--- src/rtl/dma_peripheral_endpoint.sv ---
// 8237-style peripheral DMA endpoint with an 8x8 FIFO between the bus and the local side.
// Latency: DREQ is asserted in the first ARMED cycle; the FIFO is updated in the single RELEASE cycle.
// Backpressure: DREQ is withheld while the FIFO cannot serve; wr_ready/rd_valid expose FIFO space/data.
// Optional macro DMA_EP_EOP_OUT_EN drives EOP_N_DRV on the terminal-count RELEASE cycle.
module dma_peripheral_endpoint (
    input  logic        CLK,
    input  logic        RESET,
    output logic        DREQ,
    input  logic        DACK,
    input  logic        IOR_N,
    input  logic        IOW_N,
    input  logic [7:0]  DB_IN,
    output logic [7:0]  DB_OUT,
    output logic        DB_OE,
    input  logic        EOP_N_IN,
    output logic        EOP_N_DRV,
    input  logic        cfg_dir,
    input  logic [15:0] cfg_count,
    input  logic        cfg_start,
    input  logic        wr_valid,
    input  logic [7:0]  wr_data,
    output logic        wr_ready,
    output logic        rd_valid,
    output logic [7:0]  rd_data,
    input  logic        rd_ready,
    output logic        busy,
    output logic        done,
    output logic        tc
);

    typedef enum logic [4:0] {
        ST_IDLE    = 5'b00001,
        ST_ARMED   = 5'b00010,
        ST_XFER    = 5'b00100,
        ST_RELEASE = 5'b01000,
        ST_DONE    = 5'b10000
    } state_t;

    state_t      state_q, state_d;
    logic        dir_q, dir_d;
    logic [15:0] rem_q, rem_d;
    logic [7:0]  hold_q, hold_d;
    logic        tc_q, tc_d;
    logic [7:0]  mem_q [8];
    logic [7:0]  mem_d [8];
    logic [2:0]  wr_ptr_q, wr_ptr_d;
    logic [2:0]  rd_ptr_q, rd_ptr_d;
    logic [3:0]  cnt_q, cnt_d;

    logic        full, empty, strobe_n, abort, loc_dir;
    logic        dreq_c, done_c, bus_push, bus_pop;
    logic        push_loc, pop_loc, do_push, do_pop;
    logic [7:0]  push_dat;

    assign full     = (cnt_q == 4'd8);
    assign empty    = (cnt_q == 4'd0);
    assign strobe_n = dir_q ? IOW_N : IOR_N;
    assign abort    = ~EOP_N_IN;
    // Before a transfer is started the local side follows cfg_dir so the FIFO can be primed.
    assign loc_dir  = (state_q == ST_IDLE) ? cfg_dir : dir_q;

    always_comb begin
        state_d  = state_q;
        dir_d    = dir_q;
        rem_d    = rem_q;
        hold_d   = hold_q;
        tc_d     = tc_q;
        dreq_c   = 1'b0;
        done_c   = 1'b0;
        bus_push = 1'b0;
        bus_pop  = 1'b0;
        case (state_q)
            ST_IDLE: begin
                if (cfg_start) begin
                    dir_d   = cfg_dir;
                    rem_d   = cfg_count;
                    tc_d    = 1'b0;
                    state_d = ST_ARMED;
                end
            end
            ST_ARMED: begin
                dreq_c = dir_q ? ~full : ~empty;
                if (abort) begin
                    state_d = ST_DONE;
                end else if (DACK && !strobe_n) begin
                    state_d = ST_XFER;
                    if (dir_q) hold_d = DB_IN;
                end
            end
            ST_XFER: begin
                if (dir_q && DACK && !IOW_N) hold_d = DB_IN;
                if (abort) begin
                    state_d = ST_DONE;
                end else if (strobe_n) begin
                    state_d = ST_RELEASE;
                end
            end
            ST_RELEASE: begin
                bus_pop  = ~dir_q;
                bus_push = dir_q;
                if (abort) begin
                    state_d = ST_DONE;
                end else if (rem_q == 16'd0) begin
                    tc_d    = 1'b1;
                    state_d = ST_DONE;
                end else begin
                    rem_d   = rem_q - 16'd1;
                    state_d = ST_ARMED;
                end
            end
            ST_DONE: begin
                done_c  = 1'b1;
                state_d = ST_IDLE;
            end
            default: state_d = ST_IDLE;
        endcase
    end

    // Bus and local sides never pop (or push) in the same cycle: their roles are complementary.
    always_comb begin
        push_loc = ~loc_dir & wr_valid & ~full;
        pop_loc  = loc_dir & rd_ready & ~empty;
        do_pop   = (bus_pop | pop_loc) & ~empty;
        do_push  = (bus_push | push_loc) & (~full | do_pop);
        push_dat = bus_push ? hold_q : wr_data;
        mem_d    = mem_q;
        wr_ptr_d = wr_ptr_q;
        rd_ptr_d = rd_ptr_q;
        cnt_d    = cnt_q;
        if (do_push) begin
            mem_d[wr_ptr_q] = push_dat;
            wr_ptr_d        = wr_ptr_q + 3'd1;
        end
        if (do_pop) rd_ptr_d = rd_ptr_q + 3'd1;
        case ({do_push, do_pop})
            2'b10:   cnt_d = cnt_q + 4'd1;
            2'b01:   cnt_d = cnt_q - 4'd1;
            default: cnt_d = cnt_q;
        endcase
    end

    always_ff @(posedge CLK) begin
        if (RESET) begin
            state_q  <= ST_IDLE;
            dir_q    <= 1'b0;
            rem_q    <= 16'd0;
            hold_q   <= 8'd0;
            tc_q     <= 1'b0;
            wr_ptr_q <= 3'd0;
            rd_ptr_q <= 3'd0;
            cnt_q    <= 4'd0;
        end else begin
            state_q  <= state_d;
            dir_q    <= dir_d;
            rem_q    <= rem_d;
            hold_q   <= hold_d;
            tc_q     <= tc_d;
            wr_ptr_q <= wr_ptr_d;
            rd_ptr_q <= rd_ptr_d;
            cnt_q    <= cnt_d;
        end
    end

    always_ff @(posedge CLK) begin
        mem_q <= mem_d;
    end

    assign DREQ     = ~RESET & dreq_c;
    assign DB_OE    = ~RESET & (state_q == ST_XFER) & ~dir_q & DACK & ~IOR_N;
    assign DB_OUT   = DB_OE ? mem_q[rd_ptr_q] : 8'h00;
    assign busy     = ~RESET & (state_q != ST_IDLE);
    assign done     = ~RESET & done_c;
    assign tc       = ~RESET & tc_q;
    assign wr_ready = RESET | ~full;
    assign rd_valid = ~RESET & ~empty;
    assign rd_data  = mem_q[rd_ptr_q];

`ifdef DMA_EP_EOP_OUT_EN
    assign EOP_N_DRV = ~RESET & (state_q == ST_RELEASE) & (rem_q == 16'd0);
`else
    assign EOP_N_DRV = 1'b0;
`endif

endmodule

--- config.mk ---
export PLATFORM = sky130hd
export DESIGN_NAME = dma_peripheral_endpoint
export DESIGN_NICKNAME = d
export VERILOG_FILES = /design/src/rtl/dma_peripheral_endpoint.sv
export SDC_FILE = /design/constraint.sdc
export NUM_CORES = 1
export LEC_CHECK = 0
export CORE_AREA = 5 5 171 132
export CTS_CLUSTER_DIAMETER = 150
export DETAILED_ROUTE_END_ITERATION = 7
export DIE_AREA = 0 0 176 137
export DONT_BUFFER_PORTS = 1
export GPL_ROUTABILITY_DRIVEN = 0
export PLACE_DENSITY = 0.49
export SLEW_MARGIN = 5
export SYNTH_ARGS = -nofsm -noshare
export SYNTH_HDL_FRONTEND = slang
export SYNTH_SLANG_ARGS = --single-unit
--- constraint.sdc ---
create_clock -name CLK -period 8.7 [get_ports CLK]
set_input_delay 2.175 -clock CLK [delete_from_list [all_inputs] [get_ports CLK]]
set_output_delay 2.175 -clock CLK [all_outputs]
set_load 0.01 [all_outputs]
-- Word level (Yosys, flattened, before mapping)
Index checks and enable logic that the tools add are counted.
W data, S select, Z words.
- flip-flop bits (word level): 105
- bits of input ports: 42
- output and inout port bits: 24
- logic and storage cells: 123
- add/subtract/negate cells: 5
- $lt $le $gt $ge: 3
- equal/unequal tests: 19
- muxes and demuxes: 37
- bitwise operators: 27
- reductions and logical operators: 16
- operators by type and width (kind ; count):
    $mux W8 ; 9
    $bwmux W64 ; 1
    $mux W16 ; 3
    $mux W5 ; 7
    $pmux W16 S2 ; 1
    $bmux W8 S3 ; 1
    $demux W8 S3 ; 1
    $pmux W5 S4 ; 1
    $logic_not A16 Y1 ; 1
    $ne A2 B2 Y1 const B ; 8
    $pmux W8 S2 ; 1
    $sub A16 B1 Y16 const B ; 1
    $and A1 B1 Y1 ; 15
    $mux W1 ; 10
    $ge A4 B4 Y1 const B ; 2
    $not A3 Y4 ; 2
    $pmux W4 S2 ; 1
    $reduce_and A4 Y1 ; 2
    $add A3 B1 Y3 const B ; 2
    $ne A3 B3 Y1 const B ; 2
    $not A1 Y1 ; 6
    $reduce_bool A2 Y1 ; 3
    $eq A5 B1 Y1 const B ; 1
    $eq A5 B2 Y1 const B ; 1
    other kinds (18) ; 25

-- Depth between registers and ports, before layout
Gate-level depths: netlist (run 1).
- depth in word-level cells: 10
- gate-level depth with buffers: 14
- gate-level depth less buffers: 11

-- Worst setup path after synthesis (run 1)
OpenSTA, ideal clock, no wires.
- path type: input-to-output
- start point: input RESET
- end point: output busy
- arrival time: 3.135 ns
- data required time: 6.525 ns
- slack: 3.390 ns
- cell stages on the path: 4
- path buffers: 3
- cell sequence: clkbuf_1 > buf_1 > clkbuf_1 > nor2_1
- cells in the longest elaborated chain, start to end: 2
- ends and longest elaborated chain (element ; line ; RTL):
    start, declared ; 7 ; input logic RESET,
    $not A1 Y1 ; 171 ; assign busy = ~RESET & (state_q != ST_IDLE);
    $and A1 B1 Y1 ; 171 ;
    end, declared ; 26 ; output logic busy,
Every way passes these cells.

-- Final worst setup path (run 1)
- start point: input RESET
- end point: output done
- cells in the longest elaborated chain, start to end: 2
- ends and longest elaborated chain (element ; line ; RTL):
    $not A1 Y1 ; 172 ; assign done = ~RESET & done_c;
    $and A1 B1 Y1 ; 172 ;
    end, declared ; 27 ; output logic done,
Every way passes these cells.

==> impl_results.md, run 1 <==
* Hold buffer count at CTS at 0
* Initial core utilization at 24.5%
* GRT Util Overall at 10.6%
* Final Critical Period at 5300 ps
* Power density over the cells at about 230 mW/mm^2
* Iter 0 DRT Violations at roughly 260
* # DRC at 0
* Final hold slack at 485 ps
* Port buffer count at 0
* Global-route met3 utilization at under 10%
* Clock sink total at roughly 110
* Die Ht at 137 um
* Clock latency on the worst-skew pair at around 350 ps
* Max clock buf depth at 2
* Synthesized area at 0.00508 mm^2
* Worst-Margin Slew at between 1000 and 1500 ps
* Setup repair bufs after CTS at 0
* Post-DR wirelength/cell at about 18 um
* Vias in the first global route at 3312
* Post-CTS sizing at 0
* Layout Area Growth over Synthesis at 10.4%
* Clock Skew at 5.24 ps
* GR Layer Usage met2 at approximately 17%
* Crit. End Element: output pin
* Sw Share at 31.1%
* Largest net degree at the start of global routing at 48
* Arrival time at the worst endpoint at around 3100 ps
* Syn Inst Count at 435
* Initial antenna violation count at 1
* LEAKAGE at 1.79 nW
* Pwr Total at 1.28 mW
* CP cell instances: or4b_2 -> nor3_1
* TritonCTS Buffers at 9
* Drt first pass iters at 4
* Drt total wl at between 10 and 15 mm
* Htree depth at 3
* Clock Power Share at a little under a third
* Fin. max-slew vios at 0
* Worst-path clk slew at approximately 70 ps
* Layout cells sized above 1 at 18.7%
* Flop pwr share at 47.2%
* Max incr delay on CP at approximately 600 ps
* Core Rows at 46
* Setup violators final at 0
* Routed Antenna Nets at 0
* CP max FO at 47
* Net Switching at around 0.40 mW
* Placed Cells incl. Taps at 676
* CP startpoint kind: primary input
* Core Footprint at roughly 0.021 mm^2
* Final std cells w/o fill at 693
* Global-route wire length before repair at 19.5 mm
* Max cap viols at 0
* FFs w/ async S/R, synth at 0%
* Root Driver: clkbuf_16
* Seq/Total Area, Yosys at 54.0%
* #FFs+latches synth at 105
* Status: finished, final reports clean
* Delay-heaviest family, CP: simple AND/OR/NAND/NOR gates
* Maximum VDD drop at 0.0973 mV
* WS Path Type: in2out
* Max_slew headroom at 29.8%
* Met1 Track Usage GR at 14.1%
* Total gr overflow at 0
* Part of the cycle the worst path needs at between 60 and 70%
* Routed via count at about 3400
* Final Hold Fails at 0
* Most used DFF post-synth: edfxtp_1
* Internal at 0.883 mW
* Syn Nets at ~480
* HP Class: reg2reg
* Post-synth EDFFs at between 60 and 70
* Dpl hpwl at 8.50 mm
* Vias/cell at just under 5
* Comb pwr share at 22.3%
* Yosys warns at 0
* GR peak layer: met2
* Fmax at 189 MHz
* Die area at about 0.024 mm^2
* Worst path required time at 6530 ps
* Setup TNS at 0 ps
* WP buf/inv at 0
* Syn avg cell area at 11.7 um^2
* Die width at between 150 and 200 um
* Cell variety after synth at 55
* Final nets at roughly 470
* RSZ-0062 raised after global routing: false
* Crit-path slowest cell: or4b_2
* I/O Pins at 66
* CTS tree: yes
==> cell usage after synthesis (all sizes together), types with 3 or more instances <==
master  count  area share (%)
edfxtp     64              38
nor2       42             3.1
dfxtp      41              16
nand2      35             2.6
a21oi      32             3.8
mux2       18             4.0
mux4       16             7.1
buf        15             1.8
clkbuf     14             1.0
inv        13            0.96
nand3      13             1.3
nor2b      13             1.6
mux2i      12             2.4
o21ai      12             1.4
a21o       10             1.7
nor3       10             1.1
nor4       10             1.2
ha          6             1.5
or3         6            0.74
o32ai       5            0.86
a211oi      4            0.84
a31oi       4            0.49
or4         4            0.67
and2        3            0.37
nor4b       3            0.52
o211ai      3            0.44
xnor2       3            0.52
xor2        3            0.52
==> state kept, by name, summed over array words and instances (netlist names), 3 cells and up <==
register  flops
mem_q        64
rem_q        16
hold_q        8
state_q       5
cnt_q         4
rd_ptr_q      3
wr_ptr_q      3
==> final cells by class <==
type	count	area, um^2
Sequential cell	105	2740
Antenna cell	1	2.50
Timing Repair Buffer	6	45.0
Inverter	13	48.8
Fill cell	2147	15100
Clock buffer	10	229
Tap cell	264	330
Clock inverter	6	50.0
Multi-Input combinational cell	288	2160
==> final timing paths <==
| check | slack, ps | to | depth (start not counted) | start |
|---|---|---|---|---|
| setup reg to reg | 5180 | cnt_q[3]$_SDFFE_PP0P_ | 11 | state_q[3]$_SDFFE_PP0P_ |
| hold reg to reg | 480 | rem_q[3]$_SDFFE_PP0P_ | 2 | rem_q[3]$_SDFFE_PP0P_ |
| setup / recovery | 3400 | done | 2 | RESET |
| hold / removal | 480 | rem_q[3]$_SDFFE_PP0P_ | 2 | rem_q[3]$_SDFFE_PP0P_ |
==> metal layers <==
layer | vias to the layer above | share of wire (%)
met3 | 19 | 3.7
met1 | 1678 | 47
met5 | - | 0.16
li1 | 1591 | -
met2 | 67 | 47
met4 | 2 | 2.2
==> metrics by stage <==
stage,cell area [um^2],setup slack [ps],utilization (%)
after detailed placement,5320,3400,25.7
after floorplan,5080,3390,-
after global routing,5600,3310,27.0
after CTS,5600,3400,27.0
after global placement,5320,3430,25.7
final,5610,3400,27.1
==> placed cells by master (no fill, tap or decap), types with 10 or more instances in the layout <==
cell type	instances
a21oi_1	23
dfxtp_1	41
edfxtp_1	64
inv_1	13
mux2_2	18
mux2i_1	12
mux4_2	16
nand2_1	35
nand3_1	13
nor2_1	42
nor2b_1	13
nor4_1	10
==> logic make-up after synthesis <==
| kind of cell | count (synthesis) | share of synthesized area, % |
|---|---|---|
| xor gates and xnor gates | 6 | 1.04 |
| DFF | 105 | 54.0 |
| AOI/OAI and AO/OA | 78 | 11.0 |
| other | 1 | 0.0739 |
| and+or+nand+nor | 150 | 14.8 |
| adders and majority gates | 7 | 1.87 |
| buffers and inverters | 42 | 3.79 |
| muxes | 46 | 13.5 |
==> worst reg2reg max path, cell delays in order, from the launching register on <==
cell     delay, ps
dfxtp_1        530
nor2b_1        210
and3_1         610
a21oi_1        180
or2_1          430
ha_1           320
ha_1           290
a21o_1         180
a21oi_1        170
xnor2_1         90
or3_1          310
a21oi_1        150
==> power groups by stage <==
| stage | sequential, mW | combinational (mW) | clock [mW] |
|---|---|---|---|
| 6_report | 0.605 | 0.285 | 0.392 |
| 5_1_grt | 0.610 | 0.316 | 0.428 |
| 4_1_cts | 0.604 | 0.287 | 0.405 |
| 3_5_place_dp | 0.615 | 0.286 | 0 |
| 3_3_place_gp | 0.613 | 0.281 | 0 |
| 2_1_floorplan | 0.597 | 0.243 | 0 |
No activity file was read; power rests on OpenSTA's default activity.
==> run 2: changes to the inputs <==
==> constraint.sdc (replaced) <==
create_clock -name CLK -period 5 [get_ports CLK]
set_input_delay 1.25 -clock CLK [delete_from_list [all_inputs] [get_ports CLK]]
set_output_delay 1.25 -clock CLK [all_outputs]
set_load 0.01 [all_outputs]
==> impl_results.md, run 2 (synthesis gave the netlist of run 1 again) <==
* CP cell instances: or4b_2 -> nor3_1
* Clock Skew at 12.5 ps (+7.30 ps)
* Die Ht at 137 um (unchanged)
* CTS tree: yes
* Clock latency on the worst-skew pair at 350 ps (about the same)
* Final hold slack at 482 ps (-2.68 ps)
* Core Rows at 46 (unchanged)
* Max_slew headroom at 32.9% (+3.1 points)
* Fmax at 286 MHz
* Top Registers: mem_q x64, rem_q x16, hold_q x8
* Initial core utilization at 24.5% (unchanged)
* Fin. max-slew vios at 0 (unchanged)
* Final Critical Period at 3500 ps
* Max clock buf depth at 2 (unchanged)
* Final Hold Fails at 0 (unchanged)
* R2r endpoint: cnt_q[3]$_SDFFE_PP0P_
* Post-DR wirelength/cell at 17.8 um (-1.3%)
* Iter 0 DRT Violations at 189 (-28%)
* Most common cell after layout, fill and taps aside: edfxtp_1
* Worst reg2reg startpoint: state_q[3]$_SDFFE_PP0P_
* Vias in the first global route at 3365 (+1.6%)
* Flip-flop count of the largest register after layout at 64 (unchanged)
* Number of diodes at 0 (-1)
* LEAKAGE at 1.79 nW (about the same)
* Status: finished, final reports clean
* Crit-path slowest cell: or4b_2
* Dpl hpwl at 8.51 mm (about the same)
* Pwr Total at 2.22 mW (+74%)
* Post-CTS sizing at 0 (unchanged)
* Max cap viols at 0 (unchanged)
* Max incr delay on CP at 600 ps (about the same)
* RSZ-0062 raised after global routing: false
* Vias/cell at 4.83 (-0.39%)
* Drt first pass iters at 5 (+1)
* Layout Area Growth over Synthesis at 10.3% (about the same)
* Worst-path clk slew at 70 ps (about the same)
* Worst path required time at 3750 ps (-2780 ps)
* WP buf/inv at 0 (unchanged)
* CP startpoint: RESET
* Area post-placement at 0.00532 mm^2 (unchanged)
* Setup repair bufs after CTS at 0 (unchanged)
* Drt total wl at 12.3 mm (-1.4%)
* Root Driver: clkbuf_16
* Setup violators final at 0 (unchanged)
* Setup TNS at 0 ps (unchanged)
* CP Capture Point: done
* Routed via count at 3339 (-0.54%)
* Port buffer count at 0 (unchanged)
* WS Path Type: in2out
* CP max FO at 47 (unchanged)
* CP startpoint kind: primary input
* Clock sink total at 105 (unchanged)
* Routed Antenna Nets at 0 (unchanged)
* TritonCTS Buffers at 9 (unchanged)
* Core Footprint at 0.0207 mm^2 (unchanged)
* Largest net degree at the start of global routing at 48 (unchanged)
* Power density over the cells at 397 mW/mm^2 (+74%)
* # DRC at 0 (unchanged)
* GRT Util Overall at 10.4% (-0.22 points)
* Total gr overflow at 0 (unchanged)
* Die area at 0.0241 mm^2 (unchanged)
* Post-route cell area at 0.00560 mm^2 (about the same)
* HP Class: reg2reg
* Initial antenna violation count at 2 (+1)
* Most frequent cells in the layout: 64 x edfxtp_1, 42 x nor2_1, 41 x dfxtp_1
* Final nets at 472 (unchanged)
* Levels on crit path at 2 (unchanged)
* Global-route wire length before repair at 19.1 mm (-1.8%)
* Worst-case reg-to-reg path depth at 11 (unchanged)
* Largest Register: mem_q
* I/O Pins at 66 (unchanged)
* Maximum VDD drop at 0.135 mV (+39%)
* Delay-heaviest family, CP: simple AND/OR/NAND/NOR gates
* Layout cells sized above 1 at 18.7% (unchanged)
* Die width at 176 um (unchanged)
* Arrival time at the worst endpoint at 2250 ps (-870 ps)
* Part of the cycle the worst path needs at around 70%
* Hold buffer count at CTS at 0 (unchanged)
* Crit. End Element: output pin
* R2r setup slk at 1580 ps (-3600 ps)
* Worst-Margin Slew at 1000 ps (-46.0 ps)
* Htree depth at 3 (unchanged)
-- run 2: cell types whose count changed in the layout (fill, tap and decap cells not counted), sizes merged --
| cell | before | now |
|---|---|---|
| inv | 17 | 16 |
| diode | 1 | 0 |
| clkinv | 2 | 3 |
-- run 2: final cells by class --
| type | count | area [um^2] |
|---|---|---|
| Fill cell | 2141 | 15100 |
| Sequential cell | 105 | 2740 |
| Multi-Input combinational cell | 288 | 2160 |
| Tap cell | 264 | 330 |
| Clock buffer | 10 | 229 |
| Clock inverter | 6 | 50.0 |
| Inverter | 13 | 48.8 |
| Timing Repair Buffer | 6 | 45.0 |
-- run 2: layer usage --
metal | vias up | GRT usage, % | routed length, um
li1 | 1585 | - | -
met1 | 1665 | 13.0 | 5600
met2 | 64 | 17.2 | 6010
met3 | 21 | 2.60 | 498
met4 | 4 | 3.98 | 208
met5 | - | 0 | 27
-- run 2: tightest hold or removal path: cells and delay by family (launching register included) --
family	cells	cell delay (ps)
DFF	1	330
and+or+nand+nor	1	60
AOI/OAI and AO/OA	1	50
-- run 2: metrics by stage --
stage | instances | utilization [%] | setup slack [ps]
after floorplan | 435 | - | 1540
after CTS | 692 | 27.0 | 1460
after global routing | 692 | 27.0 | 1340
after global placement | 676 | 25.7 | 1500
after detailed placement | 676 | 25.7 | 1420
final | 692 | 27.0 | 1500
-- run 2: worst min-delay path by stage --
stage                                      from                     to  slack, ps  depth (start not counted)
final                     rem_q[1]$_SDFFE_PP0P_  rem_q[1]$_SDFFE_PP0P_        480                          2
after global routing      rem_q[1]$_SDFFE_PP0P_  rem_q[1]$_SDFFE_PP0P_        520                          2
after CTS                 rem_q[6]$_SDFFE_PP0P_  rem_q[6]$_SDFFE_PP0P_        480                          2
after detailed placement  rem_q[6]$_SDFFE_PP0P_  rem_q[6]$_SDFFE_PP0P_        470                          2
after global placement    rem_q[6]$_SDFFE_PP0P_  rem_q[6]$_SDFFE_PP0P_        460                          2
after floorplan           rem_q[6]$_SDFFE_PP0P_  rem_q[6]$_SDFFE_PP0P_        440                          2
-- run 2: power breakdown --
group	internal (mW)	leakage [nW]	switching [mW]	total, mW
Clock	0.346	0.137	0.333	0.679
Combinational	0.201	0.740	0.295	0.496
Sequential	0.989	0.913	0.0609	1.05
Total	1.54	1.79	0.689	2.22
==> run 3: changes to the inputs <==
==> constraint.sdc (replaced) <==
create_clock -name CLK -period 3.3 [get_ports CLK]
set_input_delay 0.825 -clock CLK [delete_from_list [all_inputs] [get_ports CLK]]
set_output_delay 0.825 -clock CLK [all_outputs]
set_load 0.01 [all_outputs]
==> impl_results.md, run 3 (synthesis gave the netlist of run 1 again) <==
* Status: finished, final reports clean
* Clock latency on the worst-skew pair at 350 ps (about the same)
* Layout cells sized above 1 at 20.0% (+1.4 points)
* Final hold slack at 495 ps (+13.0 ps)
* Arrival time at the worst endpoint at 2190 ps (-60 ps)
* Clock Skew at 15.7 ps (+3.15 ps)
* Layout Area Growth over Synthesis at 11.8%
* Worst-case reg-to-reg path depth at 11 (unchanged)
* Largest Register: mem_q
* Largest net degree at the start of global routing at 48 (unchanged)
* Vias in the first global route at 3319 (-1.4%)
* CP cell instances: nor4_1 -> nand2_1 -> nor2_1 -> nand3_1 -> nor2b_1
* Part of the cycle the worst path needs at 91.4%
* Global-route wire length before repair at 18.7 mm (-2.0%)
* Root Driver: clkbuf_16
* Routed wl met3 at 575 um (+15%)
* Flop pwr share at 47.2% (about the same)
* Clock sink total at 105 (unchanged)
* Fin. max-slew vios at 0 (unchanged)
* Net Switching at 1.03 mW (+50%)
* Crit-path slowest cell: dfxtp_1
* Final Hold Fails at 0 (unchanged)
* Post-DR wirelength/cell at 17.3 um (-3.2%)
* DR WL met2 at 5.86 mm (-2.4%)
* Setup violators final at 0 (unchanged)
* TritonCTS Buffers at 9 (unchanged)
* Dpl hpwl at 8.41 mm (-1.2%)
* Sw Share at 30.6% (-0.39 points)
* R2r endpoint: cnt_q[3]$_SDFFE_PP0P_
* Most frequent cells in the layout: 64 x edfxtp_1, 42 x nor2_1, 41 x dfxtp_1
* Vias/cell at 4.73 (-2.0%)
* Total gr overflow at 0 (unchanged)
* Crit. End Element: output pin
* Die area at 0.0241 mm^2 (unchanged)
* Maximum VDD drop at 0.197 mV (+46%)
* GRT Util Overall at 10.2% (-0.14 points)
* Area post-placement at 0.00539 mm^2 (+1.3%)
* Setup repair bufs after CTS at 0 (unchanged)
* Top Registers: mem_q x64, rem_q x16, hold_q x8
* Max_slew headroom at 49.5% (+17 points)
* Top Layer Used: met5
* Power density over the cells at 594 mW/mm^2 (+50%)
* CP startpoint kind: flop
* Post-CTS sizing at 0 (unchanged)
* Comb pwr share at 22.7% (+0.4 points)
* Drt total wl at 12.2 mm (-1.5%)
* Routed Antenna Nets at 0 (unchanged)
* Max cap viols at 0 (unchanged)
* CP startpoint: state_q[3]$_SDFFE_PP0P_
* Hold worst-path end: hold_q[2]$_SDFFE_PP0P_
* Clock Power Share at 30.1% (-0.4 points)
* Internal at 2.34 mW (+52%)
* Worst reg2reg startpoint: state_q[3]$_SDFFE_PP0P_
* Final Util at 27.4% (+0.34 points)
* Final nets at 483 (+2.3%)
* Htree depth at 3 (unchanged)
* Max incr delay on CP at 410 ps (-190 ps)
* RSZ-0062 raised after global routing: false
* Initial core utilization at 24.5% (unchanged)
* Worst-Margin Slew at 758 ps (-246 ps)
* # DRC at 0 (unchanged)
* WS Path Type: reg2out
* Initial antenna violation count at 1 (-1)
* Core Rows at 46 (unchanged)
* Setup TNS at 0 ps (unchanged)
* Fmax at around 330 MHz
* HP Class: reg2reg
* R2r setup slk at 430 ps (-1150 ps)
* Routed via count at 3330 (-0.27%)
* Pwr Total at 3.37 mW (+51%)
* Flip-flop count of the largest register after layout at 64 (unchanged)
* CTS tree: yes
* Port buffer count at 0 (unchanged)
* Core Footprint at 0.0207 mm^2 (unchanged)
* I/O Pins at 66 (unchanged)
* Drt first pass iters at 4 (-1)
* CP max FO at 11 (-77%)
* Post-route cell area at 0.00567 mm^2 (+1.3%)
* Iter 0 DRT Violations at 254 (+34%)
* Max clock buf depth at 2 (unchanged)
* WL met1 at 5.59 mm (-0.27%)
* Worst-path clk slew at 80 ps (about the same)
* Worst Hold Launch: hold_q[2]$_SDFFE_PP0P_
* Worst path required time at 2470 ps (-1280 ps)
* Hold buffer count at CTS at 0 (unchanged)
* Worst Hold Path Cells at 2 (unchanged)
* Die width at 176 um (unchanged)
* LEAKAGE at 1.84 nW (+2.8%)
* Die Ht at 137 um (unchanged)
* Final Critical Period at 3010 ps
* Most common cell after layout, fill and taps aside: edfxtp_1
## run 3: power groups by stage
stage | logic [mW] | clock network, mW | registers, mW
2_1_floorplan | 0.640 | 0 | 1.57
3_3_place_gp | 0.755 | 0 | 1.61
3_5_place_dp | 0.769 | 0 | 1.62
4_1_cts | 0.773 | 1.06 | 1.59
5_1_grt | 0.846 | 1.11 | 1.60
6_report | 0.764 | 1.02 | 1.59
## run 3: area by class of cell
| type | instances | area (um^2) |
|---|---|---|
| Timing Repair Buffer | 17 | 128 |
| Antenna cell | 1 | 2.50 |
| Clock buffer | 10 | 229 |
| Multi-Input combinational cell | 288 | 2140 |
| Tap cell | 264 | 330 |
| Sequential cell | 105 | 2740 |
| Clock inverter | 6 | 51.3 |
| Inverter | 13 | 48.8 |
| Fill cell | 2142 | 15000 |
## run 3: metrics by stage
stage,worst slack (ps),std cells
global placement,446,687
global route,77.2,703
detailed placement,411,687
CTS,198,703
floorplan,356,435
finish,285,704
## run 3: per-layer routing
metal	GRT usage, %	vias to the layer above
met5	0	-
met4	3.38	2
met3	2.90	10
met2	16.5	54
met1	13.3	1650
li1	-	1614
## run 3: how the worst max path moves through the flow
stage                                 end  slack [ps]
finish                          DB_OUT[5]         290
global placement    cnt_q[3]$_SDFFE_PP0P_         450
global route                    DB_OUT[0]          80
CTS                             DB_OUT[6]         200
detailed placement  cnt_q[3]$_SDFFE_PP0P_         410
floorplan             mem_q[40]$_DFFE_PP_         360
## run 3: worst max-delay path, delay by kind of cell (launching register included)
| family | cells | cell delay (ps) |
|---|---|---|
| flip-flops | 1 | 410 |
| AND/OR/NAND/NOR | 5 | 1450 |
